`src/rtl/bit_serial_adder.sv`:
```
// Bit-serial WIDTH-bit adder: one full-adder slice per clock, LSB first,
// with the carry held in a flop between cycles. Low-area alternative to the parallel adders.

module full_adder (
    input  logic a,
    input  logic b,
    input  logic ci,
    output logic s,
    output logic co
);
    assign s  = a ^ b ^ ci;
    assign co = (a & b) | (ci & (a ^ b));
endmodule

module bit_serial_adder #(
    parameter int unsigned WIDTH = 8
) (
    input  logic             clk,
    input  logic             rst,
    input  logic             start,
    input  logic [WIDTH-1:0] a,
    input  logic [WIDTH-1:0] b,
    input  logic             cin,
    output logic             busy,
    output logic             done,
    output logic [WIDTH-1:0] sum,
    output logic             cout,
    output logic             overflow
);
    localparam int unsigned CW = $clog2(WIDTH);

    typedef enum logic [1:0] {IDLE, RUN, DONE} state_t;

    state_t             state, next_state;
    logic [WIDTH-1:0]   a_sh, b_sh;
    logic [WIDTH-2:0]   res_sh;
    logic [WIDTH-1:0]   res_full;
    logic               carry;
    logic [CW-1:0]      cnt;
    logic               last_bit;
    logic               fa_s, fa_co;

    full_adder u_fa (
        .a  (a_sh[0]),
        .b  (b_sh[0]),
        .ci (carry),
        .s  (fa_s),
        .co (fa_co)
    );

    assign last_bit = (cnt == CW'(WIDTH - 1));
    // Result bits computed so far plus this cycle's sum bit entering at the MSB.
    assign res_full = {fa_s, res_sh};

    always_ff @(posedge clk) begin
        if (rst) begin
            state <= IDLE;
        end else begin
            state <= next_state;
        end
    end

    always_comb begin
        next_state = state;
        case (state)
            IDLE:    if (start) next_state = RUN;
            RUN:     if (last_bit) next_state = DONE;
            DONE:    next_state = IDLE;
            default: next_state = IDLE;
        endcase
    end

    // Operand/result datapath and registered status outputs.
    always_ff @(posedge clk) begin
        if (rst) begin
            a_sh     <= '0;
            b_sh     <= '0;
            res_sh   <= '0;
            carry    <= 1'b0;
            cnt      <= '0;
            sum      <= '0;
            cout     <= 1'b0;
            overflow <= 1'b0;
            busy     <= 1'b0;
            done     <= 1'b0;
        end else begin
            busy <= (next_state != IDLE);
            done <= (next_state == DONE);
            case (state)
                IDLE: begin
                    if (start) begin
                        a_sh  <= a;
                        b_sh  <= b;
                        carry <= cin;
                        cnt   <= '0;
                    end
                end
                RUN: begin
                    res_sh <= res_full[WIDTH-1:1];
                    carry  <= fa_co;
                    a_sh   <= a_sh >> 1;
                    b_sh   <= b_sh >> 1;
                    cnt    <= cnt + CW'(1);
                    // carry still holds the carry into the MSB on the final slice.
                    if (last_bit) begin
                        sum      <= res_full;
                        cout     <= fa_co;
                        overflow <= carry ^ fa_co;
                    end
                end
                default: ;
            endcase
        end
    end
endmodule

```
`config.mk`:
```
export PLATFORM = sky130hd
export DESIGN_NAME = bit_serial_adder
export DESIGN_NICKNAME = d
export VERILOG_FILES = /design/src/rtl/bit_serial_adder.sv
export SDC_FILE = /design/constraint.sdc
export NUM_CORES = 1
export LEC_CHECK = 0
export ABC_AREA = 1
export BUFFER_PORTS_ARGS = -buffer_cell sky130_fd_sc_hd__buf_2
export CORE_MARGIN = 1
export CORE_UTILIZATION = 40
export DETAILED_ROUTE_END_ITERATION = 10
export GPL_ROUTABILITY_DRIVEN = 1
export GPL_TIMING_DRIVEN = 0
export SYNTH_ARGS = -nofsm -noshare
export SYNTH_HDL_FRONTEND = slang
export SYNTH_SLANG_ARGS = --single-unit
```
`constraint.sdc`:
```
create_clock -name clk -period 3.4 [get_ports clk]
set_input_delay 0.51 -clock clk [delete_from_list [all_inputs] [get_ports clk]]
set_output_delay 0.51 -clock clk [all_outputs]
set_load 0.005 [all_outputs]
```
==> results by group <==
Global routing
  – Gr usage total: 0.1676
  – Vias in the first global route: 1,235
  – GRT overflow: 0
  – Pin count of the biggest net entering global routing: 14
  – First-pass GRT wire length: 5561 microns
  – Initial antenna violation count: 0

STA
  – Max Slew Vio Count: 0
  – Hold Violations, Final: 0
  – Slew @ Worst Pin: 0.6504 ns
  – Final period util: 0.4150
  – Worst relative slew slack: 0.5618
  – Min Tclk post-route: 1.411 ns
  – PnR worst setup slack: between 1.5 and 2 ns
  – Max Clock Skew: about 0.0085 ns
  – Fmax: approximately 700 MHz
  – Setup violations, final: 0
  – Unrepaired setup endpoints after global routing: false
  – Setup TNS: 0 ns

Setup path
  – CP arrival: 1.64 ns
  – CP max FO: 10
  – Crit end category: register
  – Flop2flop setup slack: a little under 2 ns
  – Crit start category: register
  – CP required: roughly 3.6 ns
  – Crit path kind: register to register

Floorplan
  – I/O pin total: 32
  – Core box area: 4029 sq um
  – Die X: about 67 microns
  – Die Ht: 67.08 microns
  – Die area: 4500 sq um
  – Initial Utilization: 0.4205
  – FP Rows: 23

Power
  – Pwr/cell area: between 500 and 600 nW/um^2
  – Peak VDD IR: 0.0003256 V
  – Static Leak: 0.9805 nW

Job
  – Max-cap viol count: 0

Clock network
  – Reg clk slew, reported paths: 0.08 ns
  – Post-CTS setup buffers: 0
  – Clock Path Buffers: 2
  – CTS Buf Count: 5
  – Clock Latency Late Sink: 0.29 ns
  – CTS sink cnt: between 40 and 50
  – CTS root buffer: clkbuf_8
  – Hold buffer count at CTS: 0
  – CTS tree: yes
  – CTS resizes: 0
  – Htree depth: 2

Finish
  – Share of cells above drive strength 1: 0.1832
  – Fill cells: ~430
  – Commonest non-fill, non-tap cell in the layout: nor2_1
  – Antenna fix cells: 0
  – Final net count: between 200 and 300
  – Commonest non-fill, non-tap cells in the layout: 53 x nor2_1, 41 x nand2_1, 41 x dfxtp_1
  – Synthesis-to-finish area growth: 19.65%

Placement
  – Pre-CTS WS: between 1.5 and 2 ns
  – GP Congestion: 0.7341
  – PortBufs: 30
  – DP HPWL: 2340 microns

Logic synthesis
  – Largest family of logic cells by synthesized area: simple AND/OR/NAND/NOR gates
  – Mux contribution to synthesized area: 0
  – Simple-gate share of the synthesized area: 0.2312
  – Post-synth ARST share: 0
  – Post-synthesis adder-cell area fraction: 0.02659
  – Mapped Area: 1694 sq um
  – Post-Synthesis Net Count: ~260
  – Most frequently used flop master after synthesis: dfxtp_1
  – Synthesized flop and latch total: 41
  – Synth Instances: 235
  – Post-Synth XOR/XNOR Area: 0.005170
  – Post-synth EDFFs: 0
  – Mean Syn Cell Area: between 7 and 8 sq um
  – Post-synthesis sequential area ratio: 0.4845
  – Ys Warns: 0
  – Yosys cell types: 19
  – Post-synthesis compound-gate area fraction: 0.1536

Routing
  – Remaining DRCs: 0
  – Vias/cell: 4.508
  – Iteration count of the initial detailed-routing pass: 4
  – Drt wl/cell: 10.78 microns
  – Vias post-DR: 1,456
  – Total Routed Length: 3482 microns
  – Initial DRC Count: 65
  – ANT nets after route: 0

Status
  – Outcome: completed

Worst hold path
  – Worst hold path class: register to register
path summary, 6_finish.rpt:
kind                          start                     end  cells after the start
max             cnt[0]$_SDFFE_PP0P_     sum[6]$_SDFFE_PP0P_                      7
min          res_sh[4]$_SDFFE_PP0P_  res_sh[3]$_SDFFE_PP0P_                      2
max reg2reg     cnt[0]$_SDFFE_PP0P_     sum[6]$_SDFFE_PP0P_                      7
min reg2reg  res_sh[4]$_SDFFE_PP0P_  res_sh[3]$_SDFFE_PP0P_                      2
cells in the mapped netlist, types with 2 or more instances:
cell,number,area (sq um)
buf_2,5,25.02
nand2_1,41,153.9
inv_1,25,93.84
clkbuf_1,3,11.26
dfxtp_1,41,820.8
a21oi_1,20,100.1
nand3_1,3,15.01
nor2_1,53,198.9
ha_1,2,25.02
o21ai_0,31,155.2
buf_4,3,22.52
through the flow:
| stage | utilization | total power, mW | instances | instance area (sq um) | hold WS [ns] |
|---|---|---|---|---|---|
| floorplan | - | 0.6056 | 235 | 1694 | 0.4289 |
| global placement | 0.4733 | 0.6385 | 315 | 1907 | 0.4492 |
| detailed placement | 0.4733 | 0.6389 | 315 | 1907 | 0.4567 |
| CTS | 0.5031 | 1.047 | 323 | 2027 | 0.4542 |
| global route | 0.5031 | 1.084 | 323 | 2027 | 0.4859 |
| finish | 0.5031 | 1.030 | 323 | 2027 | 0.4593 |
layout make-up:
type | count | area (sq um) | share of cell area
Tap cell | 50 | 62.56 | 0.03086
Sequential cell | 41 | 820.8 | 0.4049
Clock buffer | 6 | 82.58 | 0.04074
Clock inverter | 2 | 37.54 | 0.01852
Inverter | 26 | 97.59 | 0.04815
Buffer | 12 | 70.07 | 0.03457
Multi-Input combinational cell | 156 | 705.7 | 0.3481
Timing Repair Buffer | 30 | 150.1 | 0.07407
where the power goes:
group | switching (mW) | internal [mW] | leakage, nW
registers | 0.0129 | 0.506 | 0.336
logic | 0.0652 | 0.0435 | 0.587
clock network | 0.164 | 0.239 | 0.0574
state kept, by name, summed over array words and instances (netlist names):
name	cells
cnt	3
cout	1
done	1
res_sh	7
carry	1
busy	1
a_sh	8
state	2
sum	8
overflow	1
b_sh	8
logic make-up (layout without fill, tap and decap cells):
kind of cell | Yosys count | in the layout
xor gates and xnor gates | 1 | 1
adders and majority gates | 3 | 3
and+or+nand+nor | 100 | 100
DFF | 41 | 41
AOI/OAI and AO/OA | 52 | 52
buffers and inverters | 38 | 76
critical path, cell delays in order (launching register included):
cell,delay [ns]
dfxtp_1,0.35
ha_1,0.16
ha_1,0.14
nand2_1,0.09
nor2_4,0.20
buf_4,0.21
o21ai_0,0.09
nor2_1,0.10
routing by layer:
layer / up-vias / GRT usage / part of all wire
met2: 27 / 0.2688 / 0.43
li1: 804 / - / -
met4: 0 / 0.06383 / 0.013
met5: - / 0 / 0
met1: 619 / 0.2104 / 0.51
met3: 6 / 0.04623 / 0.040
(Power assumes the default switching activity.)
